## config.mk

```make
export PLATFORM = sky130hd
export DESIGN_NAME = tl_rx_write_handler_rcv_tracker_flat
export DESIGN_NICKNAME = d
export VERILOG_FILES = /design/src/rtl/tl_rx_pkg.sv /design/src/rtl/tl_rx_write_handler_rcv_tracker_if.sv /design/src/rtl/tl_rx_hdr_decode.sv /design/src/rtl/tl_rx_write_handler_rcv_tracker.sv /design/src/flat_wrapper.sv
export SDC_FILE = /design/constraint.sdc
export NUM_CORES = 1
export LEC_CHECK = 0
export ABC_AREA = 1
export BUFFER_PORTS_ARGS = -buffer_cell sky130_fd_sc_hd__buf_2
export CAP_MARGIN = 20
export CORE_ASPECT_RATIO = 0.6
export CORE_MARGIN = 2
export CORE_UTILIZATION = 30
export CTS_CLUSTER_DIAMETER = 120
export CTS_CLUSTER_SIZE = 16
export DETAILED_ROUTE_END_ITERATION = 10
export SYNTH_ARGS = -nofsm -noshare
export SYNTH_HDL_FRONTEND = slang
export SYNTH_HIERARCHICAL = 1
export SYNTH_SLANG_ARGS = --single-unit
```

## constraint.sdc

```tcl
create_clock -name clk -period 5 [get_ports clk]
set_input_delay 1.5 -clock clk [delete_from_list [all_inputs] [get_ports clk]]
set_output_delay 1.5 -clock clk [all_outputs]
set_load 0.1 [all_outputs]
```

## src/rtl/tl_rx_pkg.sv

```systemverilog
`default_nettype none
// ------------------------------------------------------------------------
// tl_rx_pkg: shared TLP type codes, DW0 field positions, FSM states. Rev 1.0
// ------------------------------------------------------------------------
package tl_rx_pkg;

   localparam int LEN_W = 10;
   localparam int CNT_W = LEN_W + 1;

   localparam logic [2:0] TYP_MEMORY  = 3'b000;
   localparam logic [2:0] TYP_IO      = 3'b001;
   localparam logic [2:0] TYP_CPL     = 3'b010;
   localparam logic [2:0] TYP_CFG     = 3'b011;
   localparam logic [2:0] TYP_MSG     = 3'b100;
   localparam logic [2:0] TYP_INVALID = 3'b111;

   localparam int FMT_HI  = 31;
   localparam int FMT_LO  = 29;
   localparam int TYPE_HI = 28;
   localparam int TYPE_LO = 24;

   typedef enum logic [0:0] {
      ST_IDLE = 1'b0,
      ST_RX   = 1'b1
   } state_t;

   typedef struct packed {
      logic [2:0]       typ;
      logic [LEN_W-1:0] length;
      logic [2:0]       tc;
      logic [1:0]       attr;
      logic [1:0]       at;
      logic [2:0]       last_byte;
      logic [2:0]       last_rcv;
      logic             eop;
      logic             rcv_done;
   } rpt_t;

endpackage
`default_nettype wire

```

## src/rtl/tl_rx_write_handler_rcv_tracker_if.sv

```systemverilog
`default_nettype none
// ------------------------------------------------------------------------
// tl_rx_write_handler_rcv_tracker_if: beat stream in, result set out. Rev 1.0
// ------------------------------------------------------------------------
interface tl_rx_write_handler_rcv_tracker_if #(
   parameter int DATA_WIDTH = 10,
   parameter int BEAT_DW    = 8
);
   logic                    i_valid;
   logic                    i_sop;
   logic                    i_eop;
   logic [32*BEAT_DW-1:0]   i_data;
   logic [3:0]              i_dw_cnt;

   logic [2:0]              o_typ;
   logic [DATA_WIDTH-1:0]   o_length;
   logic [2:0]              o_tc;
   logic [1:0]              o_attr;
   logic [1:0]              o_at;
   logic [2:0]              o_last_byte;
   logic [2:0]              o_last_rcv_data;
   logic                    o_eop;
   logic                    o_rcv_done;
   logic                    o_malformed_en;
   logic                    o_busy;

   modport slave (
      input  i_valid, i_sop, i_eop, i_data, i_dw_cnt,
      output o_typ, o_length, o_tc, o_attr, o_at, o_last_byte,
             o_last_rcv_data, o_eop, o_rcv_done, o_malformed_en, o_busy
   );

   modport master (
      output i_valid, i_sop, i_eop, i_data, i_dw_cnt,
      input  o_typ, o_length, o_tc, o_attr, o_at, o_last_byte,
             o_last_rcv_data, o_eop, o_rcv_done, o_malformed_en, o_busy
   );
endinterface
`default_nettype wire

```

## src/rtl/tl_rx_hdr_decode.sv

```systemverilog
`default_nettype none
// ------------------------------------------------------------------------
// tl_rx_hdr_decode: combinational TLP DW0 field decoder. Rev 1.0
// ------------------------------------------------------------------------
module tl_rx_hdr_decode
   import tl_rx_pkg::*;
(
   input  logic [31:0]      i_dw0,
   output logic [2:0]       o_typ,
   output logic [2:0]       o_hdr_dw,
   output logic [CNT_W-1:0] o_exp_dw,
   output logic [LEN_W-1:0] o_length,
   output logic [2:0]       o_tc,
   output logic [1:0]       o_attr,
   output logic [1:0]       o_at
);
   logic [2:0] fmt;
   logic [4:0] typ_f;
   logic       unused_bits;

   assign fmt         = i_dw0[FMT_HI:FMT_LO];
   assign typ_f       = i_dw0[TYPE_HI:TYPE_LO];
   assign o_tc        = i_dw0[22:20];
   assign o_attr      = i_dw0[13:12];
   assign o_at        = i_dw0[11:10];
   assign o_length    = i_dw0[LEN_W-1:0];
   assign unused_bits = ^{fmt[2], i_dw0[23], i_dw0[19:14]};

   always_comb begin
      o_typ    = TYP_INVALID;
      o_hdr_dw = fmt[0] ? 3'd4 : 3'd3;
      o_exp_dw = '0;
      casez (typ_f)
         5'b0000?: o_typ = TYP_MEMORY;
         5'b00010: o_typ = TYP_IO;
         5'b0010?: o_typ = TYP_CFG;
         5'b0101?: o_typ = TYP_CPL;
         5'b10???: o_typ = TYP_MSG;
         default:  o_typ = TYP_INVALID;
      endcase
      // Length of zero encodes the maximum payload of 1024 DWs
      if (fmt[1]) begin
         o_exp_dw = (o_length == '0) ? CNT_W'(1024) : {1'b0, o_length};
      end
   end

endmodule
`default_nettype wire

```

## src/rtl/tl_rx_write_handler_rcv_tracker.sv

```systemverilog
`default_nettype none
// ------------------------------------------------------------------------
// tl_rx_write_handler_rcv_tracker: per-TLP payload count and result strobe. Rev 1.0
// ------------------------------------------------------------------------
module tl_rx_write_handler_rcv_tracker
   import tl_rx_pkg::*;
#(
   parameter int DATA_WIDTH = LEN_W,
   parameter int BEAT_DW    = 8
) (
   input  logic clk,
   input  logic arst,
   tl_rx_write_handler_rcv_tracker_if.slave bus
);
   state_t           state_q, state_d;
   rpt_t             hdr_q, hdr_d, rpt_q, rpt_d, pend_q, pend_d;
   rpt_t             new1, new2, single_rpt;
   logic             new1_v, new2_v;
   logic             strobe_q, strobe_d, pend_v_q, pend_v_d;
   logic [CNT_W-1:0] exp_q, exp_d, cnt_q, cnt_d;

   logic [2:0]       dec_typ, dec_hdr_dw, dec_tc, lb_w, lr_w;
   logic [1:0]       dec_attr, dec_at;
   logic [CNT_W-1:0] dec_exp_dw, first_cnt, acc_cnt;
   logic [LEN_W-1:0] dec_length;
   logic [CNT_W:0]   sum_w;
   logic [3:0]       hdr4;
   logic             unused_data;

   tl_rx_hdr_decode u_hdr_decode (
      .i_dw0    (bus.i_data[31:0]),
      .o_typ    (dec_typ),
      .o_hdr_dw (dec_hdr_dw),
      .o_exp_dw (dec_exp_dw),
      .o_length (dec_length),
      .o_tc     (dec_tc),
      .o_attr   (dec_attr),
      .o_at     (dec_at)
   );

   assign unused_data = ^bus.i_data[32*BEAT_DW-1:32];

   always_comb begin
      hdr4      = {1'b0, dec_hdr_dw};
      first_cnt = (bus.i_dw_cnt > hdr4) ? CNT_W'(bus.i_dw_cnt - hdr4) : '0;
      sum_w     = {1'b0, cnt_q} + {{(CNT_W-3){1'b0}}, bus.i_dw_cnt};
      acc_cnt   = sum_w[CNT_W] ? '1 : sum_w[CNT_W-1:0];
      lb_w      = dec_hdr_dw + dec_exp_dw[2:0] - 3'd1;
      lr_w      = bus.i_dw_cnt[2:0] - 3'd1;

      single_rpt           = '0;
      single_rpt.typ       = dec_typ;
      single_rpt.length    = dec_length;
      single_rpt.tc        = dec_tc;
      single_rpt.attr      = dec_attr;
      single_rpt.at        = dec_at;
      single_rpt.last_byte = lb_w;
      single_rpt.last_rcv  = lr_w;
      single_rpt.eop       = 1'b1;
      single_rpt.rcv_done  = (first_cnt == dec_exp_dw);
   end

   always_comb begin
      state_d = state_q;
      hdr_d   = hdr_q;
      exp_d   = exp_q;
      cnt_d   = cnt_q;
      new1    = '0;
      new1_v  = 1'b0;
      new2    = '0;
      new2_v  = 1'b0;

      if (bus.i_valid) begin
         case (state_q)
            ST_IDLE: begin
               if (bus.i_sop) begin
                  if (bus.i_eop) begin
                     new1   = single_rpt;
                     new1_v = 1'b1;
                  end else begin
                     hdr_d   = single_rpt;
                     exp_d   = dec_exp_dw;
                     cnt_d   = first_cnt;
                     state_d = ST_RX;
                  end
               end
            end
            ST_RX: begin
               if (bus.i_sop) begin
                  // Abort report goes first; a single-beat successor queues behind it
                  new1          = hdr_q;
                  new1.last_rcv = 3'd0;
                  new1.eop      = 1'b0;
                  new1.rcv_done = (cnt_q == exp_q);
                  new1_v        = 1'b1;
                  if (bus.i_eop) begin
                     new2    = single_rpt;
                     new2_v  = 1'b1;
                     state_d = ST_IDLE;
                  end else begin
                     hdr_d = single_rpt;
                     exp_d = dec_exp_dw;
                     cnt_d = first_cnt;
                  end
               end else begin
                  cnt_d = acc_cnt;
                  if (bus.i_eop) begin
                     new1          = hdr_q;
                     new1.last_rcv = lr_w;
                     new1.eop      = 1'b1;
                     new1.rcv_done = (acc_cnt == exp_q);
                     new1_v        = 1'b1;
                     state_d       = ST_IDLE;
                  end
               end
            end
            default: state_d = ST_IDLE;
         endcase
      end

      rpt_d    = rpt_q;
      strobe_d = 1'b0;
      pend_d   = pend_q;
      pend_v_d = pend_v_q;
      // Pending is only ever full while idle, so at most one new report competes with it
      if (pend_v_q) begin
         rpt_d    = pend_q;
         strobe_d = 1'b1;
         pend_d   = new1;
         pend_v_d = new1_v;
      end else if (new1_v) begin
         rpt_d    = new1;
         strobe_d = 1'b1;
         pend_d   = new2;
         pend_v_d = new2_v;
      end
   end

   always_ff @(posedge clk or posedge arst) begin
      if (arst) begin
         state_q  <= ST_IDLE;
         hdr_q    <= '0;
         exp_q    <= '0;
         cnt_q    <= '0;
         rpt_q    <= '0;
         pend_q   <= '0;
         pend_v_q <= 1'b0;
         strobe_q <= 1'b0;
      end else begin
         state_q  <= state_d;
         hdr_q    <= hdr_d;
         exp_q    <= exp_d;
         cnt_q    <= cnt_d;
         rpt_q    <= rpt_d;
         pend_q   <= pend_d;
         pend_v_q <= pend_v_d;
         strobe_q <= strobe_d;
      end
   end

   assign bus.o_typ           = rpt_q.typ;
   assign bus.o_length        = DATA_WIDTH'(rpt_q.length);
   assign bus.o_tc            = rpt_q.tc;
   assign bus.o_attr          = rpt_q.attr;
   assign bus.o_at            = rpt_q.at;
   assign bus.o_last_byte     = rpt_q.last_byte;
   assign bus.o_last_rcv_data = rpt_q.last_rcv;
   assign bus.o_eop           = rpt_q.eop;
   assign bus.o_rcv_done      = rpt_q.rcv_done;
   assign bus.o_malformed_en  = strobe_q;
   assign bus.o_busy          = (state_q == ST_RX);

endmodule
`default_nettype wire

```

## src/flat_wrapper.sv

```systemverilog
// flat-port wrapper written by rule: the top's interface ports become plain ports
module tl_rx_write_handler_rcv_tracker_flat import tl_rx_pkg::*;
#(
   parameter int DATA_WIDTH = LEN_W,
   parameter int BEAT_DW    = 8
)
  (clk, arst, bus_i_valid, bus_i_sop, bus_i_eop, bus_i_data, bus_i_dw_cnt, bus_o_typ, bus_o_length, bus_o_tc, bus_o_attr, bus_o_at, bus_o_last_byte, bus_o_last_rcv_data, bus_o_eop, bus_o_rcv_done, bus_o_malformed_en, bus_o_busy);
  tl_rx_write_handler_rcv_tracker_if #(.DATA_WIDTH(DATA_WIDTH), .BEAT_DW(BEAT_DW)) bus_i ();
  input  logic clk;
  input  logic arst;
  input wire logic [$bits(bus_i.i_valid)-1:0] bus_i_valid;
  input wire logic [$bits(bus_i.i_sop)-1:0] bus_i_sop;
  input wire logic [$bits(bus_i.i_eop)-1:0] bus_i_eop;
  input wire logic [$bits(bus_i.i_data)-1:0] bus_i_data;
  input wire logic [$bits(bus_i.i_dw_cnt)-1:0] bus_i_dw_cnt;
  output wire logic [$bits(bus_i.o_typ)-1:0] bus_o_typ;
  output wire logic [$bits(bus_i.o_length)-1:0] bus_o_length;
  output wire logic [$bits(bus_i.o_tc)-1:0] bus_o_tc;
  output wire logic [$bits(bus_i.o_attr)-1:0] bus_o_attr;
  output wire logic [$bits(bus_i.o_at)-1:0] bus_o_at;
  output wire logic [$bits(bus_i.o_last_byte)-1:0] bus_o_last_byte;
  output wire logic [$bits(bus_i.o_last_rcv_data)-1:0] bus_o_last_rcv_data;
  output wire logic [$bits(bus_i.o_eop)-1:0] bus_o_eop;
  output wire logic [$bits(bus_i.o_rcv_done)-1:0] bus_o_rcv_done;
  output wire logic [$bits(bus_i.o_malformed_en)-1:0] bus_o_malformed_en;
  output wire logic [$bits(bus_i.o_busy)-1:0] bus_o_busy;
  assign bus_i.i_valid = bus_i_valid;
  assign bus_i.i_sop = bus_i_sop;
  assign bus_i.i_eop = bus_i_eop;
  assign bus_i.i_data = bus_i_data;
  assign bus_i.i_dw_cnt = bus_i_dw_cnt;
  assign bus_o_typ = bus_i.o_typ;
  assign bus_o_length = bus_i.o_length;
  assign bus_o_tc = bus_i.o_tc;
  assign bus_o_attr = bus_i.o_attr;
  assign bus_o_at = bus_i.o_at;
  assign bus_o_last_byte = bus_i.o_last_byte;
  assign bus_o_last_rcv_data = bus_i.o_last_rcv_data;
  assign bus_o_eop = bus_i.o_eop;
  assign bus_o_rcv_done = bus_i.o_rcv_done;
  assign bus_o_malformed_en = bus_i.o_malformed_en;
  assign bus_o_busy = bus_i.o_busy;
  tl_rx_write_handler_rcv_tracker #(.DATA_WIDTH(DATA_WIDTH), .BEAT_DW(BEAT_DW)) u_core (.clk(clk), .arst(arst), .bus(bus_i));
endmodule
```

==> results.json, run 1 <==
{
  "setup_repair_after_global_routing_missed_its_margin": "false",
  "startpoint_type": "input port",
  "run_status": "complete, no violations",
  "tritoncts": "done",
  "synth_cell_types": 38,
  "post_synth_and_or_nand_nor_area_fraction_pct": 25.54,
  "wirelength_um": 18140,
  "fin_worst_skew_ns": 0.01114,
  "final.min_clock_period_ns": 3.512,
  "clock_tree.buffer_depth": 2,
  "cts.sinks": 104,
  "nNetsFinal": 1147,
  "num_vias": 5665,
  "row_count": 40,
  "detail_route.first_pass.iterations": 5,
  "detail_route.iter0.violations": 615,
  "ff_latch_area_mm2": 0.002603,
  "synth_adder_area_share_pct": 2.860,
  "floorplan.initialDensity_pct": 30.80,
  "timing.final.max_slew_violations": 0,
  "final.fill_count": 2182,
  "vias_in_the_first_global_route": 5126,
  "boundaryPins": 295,
  "grt_use_total_pct": 17.15,
  "totalPowerFinal_mw": 3.043,
  "buffers_and_inverters_on_the_worst_path": 4,
  "synth_cells": 838,
  "cpMostUsedCell": "sky130_fd_sc_hd__inv_1",
  "drcViolationCount": 0,
  "cp_capture_type": "register",
  "ctsRootBufferMaster": "sky130_fd_sc_hd__clkbuf_16",
  "final.period_utilization_pct": 70.24,
  "global_route_wire_length_before_repair_um": 29130,
  "die_w_um": 189.8,
  "core_area_mm2": 0.02017,
  "rr_worst_depth": 9,
  "critPathMaxFanout": 16,
  "placement.io_buffers": 62,
  "finalHoldViolCount": 0,
  "place.gp.congestion": 0.9085,
  "worst_path_dominant_cell_family": "simple AND/OR/NAND/NOR gates",
  "maximum_number_of_pins_on_one_net_before_global_route_repair": 73,
  "post_drt_via_cell_ratio": 4.935,
  "setup_tns_after_final_layout_ns": 0,
  "max_slew_margin_pct": 38.03,
  "globalRouteOverflowTotal": 0,
  "antenna_violations_before_repair": 1,
  "setup_viol_count_final": 0,
  "synth.net_count": 1116,
  "yosys_warnings": 6,
  "wire_per_inst_um": 15.80,
  "numCtsBuffers": 9,
  "max_slew.worst_pin.slew_ns": 0.9296,
  "post_cts_setup_bufs": 0,
  "multi_input_gate_area_in_the_final_layout_mm2": 0.002872,
  "synth_area_mm2": 0.006212,
  "power_density_mw_per_mm2": 437.2,
  "worst_hold_path.num_cells": 2,
  "arrival_ns": 3.77,
  "cp_slowest_cell": "sky130_fd_sc_hd__nor2_2",
  "cts_max_level": 3,
  "post_synth.cell_area_avg_um2": 7.413,
  "cell_depth_of_the_worst_setup_path": 9,
  "clk-insertion-delay-late_ns": 0.35,
  "clock.fmax_mhz": 284.7,
  "cts.clk_slew.worst_paths_ns": 0.07,
  "synth_top_family_by_area": "simple AND/OR/NAND/NOR gates",
  "min-delay-path-class": "register to register",
  "layout-drive-gt1-share_pct": 13.04,
  "synth.area.mux_share_pct": 0,
  "yosysSeqAreaShare_pct": 41.89,
  "cp_data_required_time_ns": 5.25,
  "irDropWorstVdd_mv": 0.2472,
  "timing.setup.critical_path_class": "input port to register",
  "layout-area-overhead-vs-synth_pct": 12.06,
  "compound_gate_fraction_of_synth_area_pct": 16.41,
  "path_cells": "buf_2 > inv_1 > a21oi_1 > inv_1 > nor2_4 > inv_2 > nor2_2 > nand2_1 > o211ai_1",
  "count_of_nets_left_with_antenna_violations_after_detail_routing": 0,
  "drv_cap": 0,
  "yosys_register_bits": 104,
  "die-height_um": 115.5,
  "number_of_buffers_inserted_by_hold_repair_at_cts": 0,
  "delay_of_the_slowest_cell_on_the_worst_path_ns": 0.70,
  "synthXorXnorAreaFrac_pct": 1.410,
  "ctsResizeCount": 0,
  "p_leak_nw": 3.424,
  "fp.dieArea_mm2": 0.02191,
  "detailed_place_hpwl_um": 13310
}
[through the flow]
step	cell area [um^2]	hold WS (ns)	utilization (%)	setup slack (ns)	std cells
finish	6962	0.4797	34.52	1.488	1148
CTS	6932	0.4850	34.37	1.567	1146
global route	6962	0.5161	34.52	1.315	1148
global placement	6635	0.4651	32.90	1.269	1130
detailed placement	6635	0.4671	32.90	1.210	1130
floorplan	6212	0.4537	-	0.7678	838
[registers in the layout, summed over array words and instances, names as in the netlist, 2 cells and up]
register                    count
u_core/exp_q                   11
u_core/hdr_q                   23
u_core/bus.o_attr               2
u_core/bus.o_tc                 3
u_core/bus.o_last_rcv_data      3
u_core/bus.o_at                 2
u_core/bus.o_last_byte          3
u_core/bus.o_length            10
u_core/cnt_q                   11
u_core/pend_q                  28
u_core/bus.o_typ                3
[path summary, 6_finish.rpt]
path | startpoint | slack, ns | to
worst max-delay path | bus_i_eop | 1.49 | u_core/pend_q[15]
worst min-delay path | u_core/bus.o_typ[1] | 0.48 | u_core/bus.o_typ[1]
worst max register to register | u_core/bus.o_busy | 1.93 | u_core/pend_q[15]
worst min register to register | u_core/bus.o_typ[1] | 0.48 | u_core/bus.o_typ[1]
max in group asynchronous | arst | 2.87 | u_core/cnt_q[1]
min in group asynchronous | arst | 1.35 | u_core/bus.o_length[9]
[cell type report]
class                           instances  area share (%)
Tap cell                              273           4.907
Inverter                              121           6.560
Timing Repair Buffer                   70           5.607
Clock buffer                           10           3.433
Sequential cell                       104           37.38
Multi-Input combinational cell        563           41.25
Antenna cell                            1         0.03595
Clock inverter                          6          0.8267
[cells in the mapped netlist]
cell	instances	share of area (%)
sky130_fd_sc_hd__nor2_1	56	3.4
sky130_fd_sc_hd__fa_1	2	0.64
sky130_fd_sc_hd__a2111oi_0	1	0.14
sky130_fd_sc_hd__o22ai_1	9	0.91
sky130_fd_sc_hd__nor4_1	2	0.20
sky130_fd_sc_hd__o21ai_0	63	5.1
sky130_fd_sc_hd__clkbuf_1	20	1.2
sky130_fd_sc_hd__a21oi_2	1	0.14
sky130_fd_sc_hd__nor2_2	6	0.60
sky130_fd_sc_hd__clkbuf_4	1	0.12
sky130_fd_sc_hd__a211oi_1	4	0.48
sky130_fd_sc_hd__a21oi_1	31	2.5
sky130_fd_sc_hd__inv_1	116	7.0
sky130_fd_sc_hd__o211ai_2	1	0.20
sky130_fd_sc_hd__nor3b_1	1	0.12
sky130_fd_sc_hd__nor3_1	2	0.16
sky130_fd_sc_hd__inv_2	5	0.30
sky130_fd_sc_hd__o221ai_1	15	2.1
sky130_fd_sc_hd__nand4_1	9	0.91
sky130_fd_sc_hd__o21ai_1	1	0.080
sky130_fd_sc_hd__dfrtp_1	104	42
sky130_fd_sc_hd__a22oi_1	3	0.36
sky130_fd_sc_hd__o2111ai_1	2	0.28
sky130_fd_sc_hd__buf_4	20	2.4
sky130_fd_sc_hd__nand2_1	234	14
sky130_fd_sc_hd__a211o_1	1	0.14
sky130_fd_sc_hd__nor2_4	4	0.73
sky130_fd_sc_hd__xnor2_1	7	0.99
sky130_fd_sc_hd__xor2_1	3	0.42
sky130_fd_sc_hd__nand3_1	51	4.1
sky130_fd_sc_hd__buf_6	1	0.18
sky130_fd_sc_hd__nand3_2	1	0.16
sky130_fd_sc_hd__o211ai_1	33	4.0
sky130_fd_sc_hd__ha_1	11	2.2
sky130_fd_sc_hd__and2_4	1	0.14
sky130_fd_sc_hd__nand2_4	1	0.18
sky130_fd_sc_hd__nand2_2	7	0.70
sky130_fd_sc_hd__buf_2	8	0.64
[power by group]
| group | internal (mW) | switching [mW] |
|---|---|---|
| combinational | 0.271 | 0.943 |
| sequential | 0.995 | 0.115 |
| clock | 0.365 | 0.354 |
[cells in the final DEF (no fill, tap or decap), types with 9 or more instances in the layout]
| cell type | netlist | routed |
|---|---|---|
| sky130_fd_sc_hd__buf_2 | 8 | 62 |
| sky130_fd_sc_hd__nand4_1 | 9 | 9 |
| sky130_fd_sc_hd__a21oi_1 | 31 | 31 |
| sky130_fd_sc_hd__o22ai_1 | 9 | 9 |
| sky130_fd_sc_hd__nor2_1 | 56 | 56 |
| sky130_fd_sc_hd__o221ai_1 | 15 | 15 |
| sky130_fd_sc_hd__inv_1 | 116 | 115 |
| sky130_fd_sc_hd__o21ai_0 | 63 | 63 |
| sky130_fd_sc_hd__nand3_1 | 51 | 51 |
| sky130_fd_sc_hd__o211ai_1 | 33 | 33 |
| sky130_fd_sc_hd__clkbuf_16 | 0 | 9 |
| sky130_fd_sc_hd__ha_1 | 11 | 11 |
| sky130_fd_sc_hd__dfrtp_1 | 104 | 104 |
| sky130_fd_sc_hd__nand2_1 | 234 | 234 |
[logic make-up after synthesis]
family | Yosys count
AOI/OAI and AO/OA | 165
xor gates and xnor gates | 10
adders and majority gates | 13
buffers and inverters | 171
DFF | 104
and+or+nand+nor | 375
[worst min-delay path: cells and delay by family (launching register included)]
family / cells / cell delay, ns
flip-flops: 1 / 0.34
AND/OR/NAND/NOR: 2 / 0.10
[per-layer routing]
metal	part of all wire, %	global-route usage, %
met4	0.37	1.964
met1	54	28.82
met5	0	0
met3	8.6	4.361
met2	37	21.56
No activity file was read; power rests on OpenSTA's default activity.
==> inputs of run 2 (changes only) <==
==> constraint.sdc (replaced) <==
create_clock -name clk -period 2.9 [get_ports clk]
set_input_delay 0.87 -clock clk [delete_from_list [all_inputs] [get_ports clk]]
set_output_delay 0.87 -clock clk [all_outputs]
set_load 0.1 [all_outputs]
==> results.json, run 2 (synthesis results as in run 1) <==
{
  "run_status": "complete, no violations",
  "startpoint_type": "input port",
  "drcViolationCount": 0,
  "cts_max_level": 3,
  "drv_cap": 0,
  "delay_of_the_slowest_cell_on_the_worst_path_ns": 0.39,
  "dpl-instance-area_mm2": 0.006927,
  "place_ws_ns": -0.08272,
  "antenna_violations_before_repair": 0,
  "cp_capture_type": "register",
  "rr_worst_depth": 17,
  "crit_path_start": "bus_i_data[29]",
  "finalHoldViolCount": 0,
  "final.fill_count": 2133,
  "setup_slack_of_the_most_critical_reg_to_reg_path_ns": 0.52,
  "place.detailed.instances": 1167,
  "global_route_wire_length_before_repair_um": 29660,
  "worstSetupEndpoint": "u_core/cnt_q[7]",
  "number_of_buffers_inserted_by_hold_repair_at_cts": 0,
  "ff_latch_area_mm2": 0.002603,
  "num_vias": 5715,
  "totalPowerFinal_mw": 5.309,
  "buffers_and_inverters_on_the_worst_path": 5,
  "core_area_mm2": 0.02017,
  "tritoncts": "done",
  "worst_hold_path.num_cells": 2,
  "count_of_nets_left_with_antenna_violations_after_detail_routing": 0,
  "final_area_mm2": 0.007221,
  "critPathMaxFanout": 3,
  "max_slew_margin_pct": 38.47,
  "wire_per_inst_um": 15.26,
  "wirelength_um": 18040,
  "largest_reg_flops": 28,
  "clock_tree.buffer_depth": 2,
  "final-instance-count-excl-fill": 1182,
  "mostFrequentLayoutCell": "sky130_fd_sc_hd__nand2_1",
  "fp.dieArea_mm2": 0.02191,
  "cp_slowest_cell": "sky130_fd_sc_hd__fa_1",
  "end_of_flow_core_utilization_pct": 35.80,
  "reg_top3": "u_core/pend_q: 28 flops, u_core/hdr_q: 23 flops",
  "grt_use_total_pct": 17.37,
  "final.period_utilization_pct": 90.90,
  "globalRouteOverflowTotal": 0,
  "timing.setup.critical_path_class": "input port to register",
  "place.gp.congestion": 0.9206,
  "ctsRootBufferMaster": "sky130_fd_sc_hd__clkbuf_16",
  "p_leak_nw": 3.583,
  "cts.sinks": 104,
  "timing.final.max_slew_violations": 0,
  "vias_in_the_first_global_route": 5347,
  "rr_endpoint": "u_core/bus.o_rcv_done",
  "placement.io_buffers": 62,
  "top_register": "u_core/pend_q",
  "clk-insertion-delay-late_ns": 0.34,
  "cts.clk_slew.worst_paths_ns": 0.07,
  "numCtsBuffers": 9,
  "setup_tns_after_final_layout_ns": 0,
  "max_slew.worst_pin.slew_ns": 0.8997,
  "irDropWorstVdd_mv": 0.4631,
  "ctsResizeCount": 0,
  "detail_route.iter0.violations": 636,
  "arrival_ns": 2.88,
  "crit-reg2reg-launch": "u_core/cnt_q[3]",
  "post_drt_via_cell_ratio": 4.835,
  "final_cell_mix": "sky130_fd_sc_hd__nand2_1 (233), sky130_fd_sc_hd__inv_1 (115), sky130_fd_sc_hd__dfrtp_1 (104), sky130_fd_sc_hd__o21ai_0 (63), sky130_fd_sc_hd__buf_2 (62)",
  "row_count": 40,
  "min-delay-path-class": "register to register",
  "clock.fmax_mhz": 379.4,
  "cp_data_required_time_ns": 3.14,
  "worst_path_dominant_cell_family": "adder cells",
  "fin_worst_skew_ns": 0.008445,
  "nNetsFinal": 1183,
  "worst_hold_slack_ns": 0.4781,
  "floorplan.initialDensity_pct": 30.80,
  "layout-drive-gt1-share_pct": 16.50,
  "multi_input_gate_area_in_the_final_layout_mm2": 0.002879,
  "maximum_number_of_pins_on_one_net_before_global_route_repair": 55,
  "cell_depth_of_the_worst_setup_path": 14,
  "detailed_place_hpwl_um": 13640,
  "setup_repair_after_global_routing_missed_its_margin": "false",
  "die-height_um": 115.5,
  "layout-area-overhead-vs-synth_pct": 16.23,
  "cpMostUsedCell": "sky130_fd_sc_hd__inv_1",
  "final.min_clock_period_ns": 2.636,
  "post_cts_setup_bufs": 0,
  "n_antenna_cell": 0,
  "die_w_um": 189.8,
  "detail_route.first_pass.iterations": 5,
  "boundaryPins": 295,
  "setup_viol_count_final": 0,
  "path_cells": "buf_2 > inv_1 > ha_1 > inv_1 > fa_1 > a211o_1 > nor2_1 > buf_4 > nand2_1 > nand2_1 > inv_1 > o21ai_0 > nand3_1 > o21ai_0",
  "power_density_mw_per_mm2": 735.2,
  "setup_slack_ns": 0.2640
}
## run 2: worst min path at each step
stage | slack [ns] | from | to
3_5_place_dp | 0.46 | u_core/bus.o_length[0] | u_core/bus.o_length[0]
6_report | 0.48 | u_core/bus.o_length[0] | u_core/bus.o_length[0]
3_3_place_gp | 0.46 | u_core/bus.o_length[0] | u_core/bus.o_length[0]
5_1_grt | 0.51 | u_core/hdr_q[24] | u_core/hdr_q[24]
2_1_floorplan | 0.45 | u_core/hdr_q[11] | u_core/hdr_q[11]
4_1_cts | 0.48 | u_core/bus.o_length[0] | u_core/bus.o_length[0]
## run 2: final cells by class
class	count	share of cell area, %
multi-input cells	563	39.87
well taps	273	4.731
clock buffers	10	3.171
repair buffers	106	9.045
flip-flops and latches	104	36.04
inverters	121	6.342
clock inverters	5	0.7971
## run 2: layer usage
layer / global-route usage, % / wire (um)
met1: 28.63 / 9921
met2: 22.71 / 6521
met3: 4.512 / 1564
met4: 1.550 / 35
met5: 0 / 0
## run 2: worst register-to-register path, delay by kind of cell (launching register included)
family	cells	cell delay (ns)
DFF	1	0.45
buffers and inverters	2	0.31
adders and majority gates	1	0.35
and+or+nand+nor	14	1.22
## run 2: where the power goes
group	internal, mW	leakage [nW]	switching [mW]
Clock	0.667	0.143	0.540
Combinational	0.542	2.09	1.65
Sequential	1.72	1.35	0.192
==> inputs of run 3 (changes only) <==
--- a/config.mk
+++ b/config.mk
@@ -10,10 +10,11 @@
 export CAP_MARGIN = 20
 export CORE_ASPECT_RATIO = 0.6
 export CORE_MARGIN = 2
-export CORE_UTILIZATION = 30
+export CORE_UTILIZATION = 43
 export CTS_CLUSTER_DIAMETER = 120
 export CTS_CLUSTER_SIZE = 16
 export DETAILED_ROUTE_END_ITERATION = 10
+export PLACE_DENSITY = 0.78
 export SYNTH_ARGS = -nofsm -noshare
 export SYNTH_HDL_FRONTEND = slang
 export SYNTH_HIERARCHICAL = 1
==> results.json, run 3 (synthesis results as in run 1) <==
{
  "arrival_ns": 2.93,
  "tritoncts": "done",
  "clock.fmax_mhz": 379.7,
  "grt_util_met2_pct": 31.64,
  "clock_tree.buffer_depth": 2,
  "max_slew.worst_pin.slew_ns": 0.7900,
  "globalRouteOverflowTotal": 0,
  "grt_use_total_pct": 22.88,
  "layout-area-overhead-vs-synth_pct": 13.23,
  "critPathMaxFanout": 5,
  "run_status": "complete, no violations",
  "maximum_number_of_pins_on_one_net_before_global_route_repair": 60,
  "nNetsFinal": 1170,
  "cp_capture_type": "register",
  "timing.setup.critical_path_class": "input port to register",
  "cts_max_level": 3,
  "count_of_nets_left_with_antenna_violations_after_detail_routing": 0,
  "cp_data_required_time_ns": 3.19,
  "p_leak_nw": 3.528,
  "global_route_wire_length_before_repair_um": 28460,
  "setup_slack_ns": 0.2661,
  "layout-drive-gt1-share_pct": 15.27,
  "final_cell_mix": "sky130_fd_sc_hd__nand2_1 (233), sky130_fd_sc_hd__inv_1 (115), sky130_fd_sc_hd__dfrtp_1 (104), sky130_fd_sc_hd__o21ai_0 (63), sky130_fd_sc_hd__buf_2 (62)",
  "final.period_utilization_pct": 90.82,
  "irDropWorstVdd_mv": 0.5185,
  "num_vias": 5873,
  "fin_worst_skew_ns": 0.008976,
  "die_w_um": 159.2,
  "fp.dieArea_mm2": 0.01546,
  "final.min_clock_period_ns": 2.634,
  "drcViolationCount": 0,
  "gr-usage-met1_pct": 35.88,
  "reg_top3": "u_core/pend_q: 28 flops, u_core/hdr_q: 23 flops",
  "wirelength_um": 17300,
  "vias_in_the_first_global_route": 5443,
  "place.detailed.instances": 1073,
  "numCtsBuffers": 9,
  "post_drt_via_cell_ratio": 5.393,
  "n_antenna_cell": 0,
  "wire_per_inst_um": 15.88,
  "ctsRootBufferMaster": "sky130_fd_sc_hd__clkbuf_16",
  "boundaryPins": 295,
  "die-height_um": 97.11,
  "top_register": "u_core/pend_q",
  "setup_repair_after_global_routing_missed_its_margin": "false",
  "max_slew_margin_pct": 45.97,
  "placement.io_buffers": 62,
  "setup_viol_count_final": 0,
  "detailed_place_hpwl_um": 12990,
  "min-delay-path-class": "register to register",
  "startpoint_type": "input port",
  "grt.busiest_layer": "met1",
  "timing.final.max_slew_violations": 0,
  "row_count": 33,
  "mostFrequentLayoutCell": "sky130_fd_sc_hd__nand2_1",
  "antenna_violations_before_repair": 0,
  "detail_route.iter0.violations": 765,
  "floorplan.initialDensity_pct": 44.78,
  "drv_cap": 0,
  "place.gp.congestion": 0.9442,
  "power_density_mw_per_mm2": 750.1,
  "largest_reg_flops": 28,
  "final-instance-count-excl-fill": 1089,
  "clk-insertion-delay-late_ns": 0.35,
  "cts.clk_slew.worst_paths_ns": 0.08,
  "core_area_mm2": 0.01387,
  "place_ws_ns": -0.04544,
  "cts.sinks": 104,
  "grtUsageMet3_pct": 6.231,
  "detail_route.first_pass.iterations": 5,
  "finalHoldViolCount": 0
}
-- run 3: worst max-delay path: stages --
cell and delay (ns):
sky130_fd_sc_hd__buf_2 0.10, sky130_fd_sc_hd__buf_4 0.11, sky130_fd_sc_hd__inv_1 0.04, sky130_fd_sc_hd__ha_1 0.36
sky130_fd_sc_hd__nand2_1 0.10, sky130_fd_sc_hd__o21ai_0 0.36, sky130_fd_sc_hd__nand3_1 0.15, sky130_fd_sc_hd__a21oi_1 0.19
sky130_fd_sc_hd__nand3_1 0.11, sky130_fd_sc_hd__nor2_1 0.09, sky130_fd_sc_hd__nand2_1 0.10, sky130_fd_sc_hd__a21oi_2 0.16
sky130_fd_sc_hd__nand3_1 0.09, sky130_fd_sc_hd__nand2_1 0.09
-- run 3: area by class of cell --
cell class	count	area (um^2)
repair buffers	93	568.0
clock inverters	6	62.56
clock buffers	10	229.0
well taps	192	240.2
inverters	121	457.9
flip-flops and latches	104	2603
multi-input cells	563	2874
fillers	1275	6839
-- run 3: metrics by stage --
step / power [mW] / hold slack [ns] / setup TNS (ns) / instance area, um^2 / utilization, %
after global placement: 4.021 / 0.4652 / -0.01187 / 6740 / 48.58
after detailed placement: 4.063 / 0.4731 / -0.06080 / 6740 / 48.58
final: 5.276 / 0.4873 / 0 / 7034 / 50.70
after global routing: 5.543 / 0.5061 / 0 / 7034 / 50.70
after floorplan: 3.568 / 0.4537 / 0 / 6216 / -
after CTS: 5.256 / 0.4913 / 0 / 7032 / 50.69
-- run 3: worst paths after layout --
| path | end | cells after the start | slack, ns | from |
|---|---|---|---|---|
| hold / removal | u_core/bus.o_typ[1] | 2 | 0.49 | u_core/bus.o_typ[1] |
| min in group asynchronous | u_core/pend_q[4] | 2 | 0.53 | arst |
| hold reg to reg | u_core/bus.o_typ[1] | 2 | 0.49 | u_core/bus.o_typ[1] |
| setup / recovery | u_core/pend_q[0] | 14 | 0.27 | bus_i_data[29] |
| max in group asynchronous | u_core/hdr_q[22] | 3 | 1.70 | arst |
| setup reg to reg | u_core/pend_q[7] | 10 | 0.57 | u_core/bus.o_busy |
-- run 3: per-layer routing --
metal	vias up	wire length, um
met2	299	7062
met1	2735	8132
li1	2821	-
met5	-	0
met3	18	1978
met4	0	122
-- run 3: report_power, final --
part           switching (mW)  total, mW  internal [mW]
logic                    1.65       2.16          0.510
clock network           0.598       1.20          0.607
registers               0.198       1.91           1.72
total                    2.44       5.28           2.83
-- run 3: repair_timing --
action | 4_1_cts | 5_1_grt
endpoints found under the hold margin | 0 | 0
resized for setup | 0 | 1
endpoints found under the setup margin | 0 | 2
hold buffers | 0 | 0
buffers inserted | 0 | 0
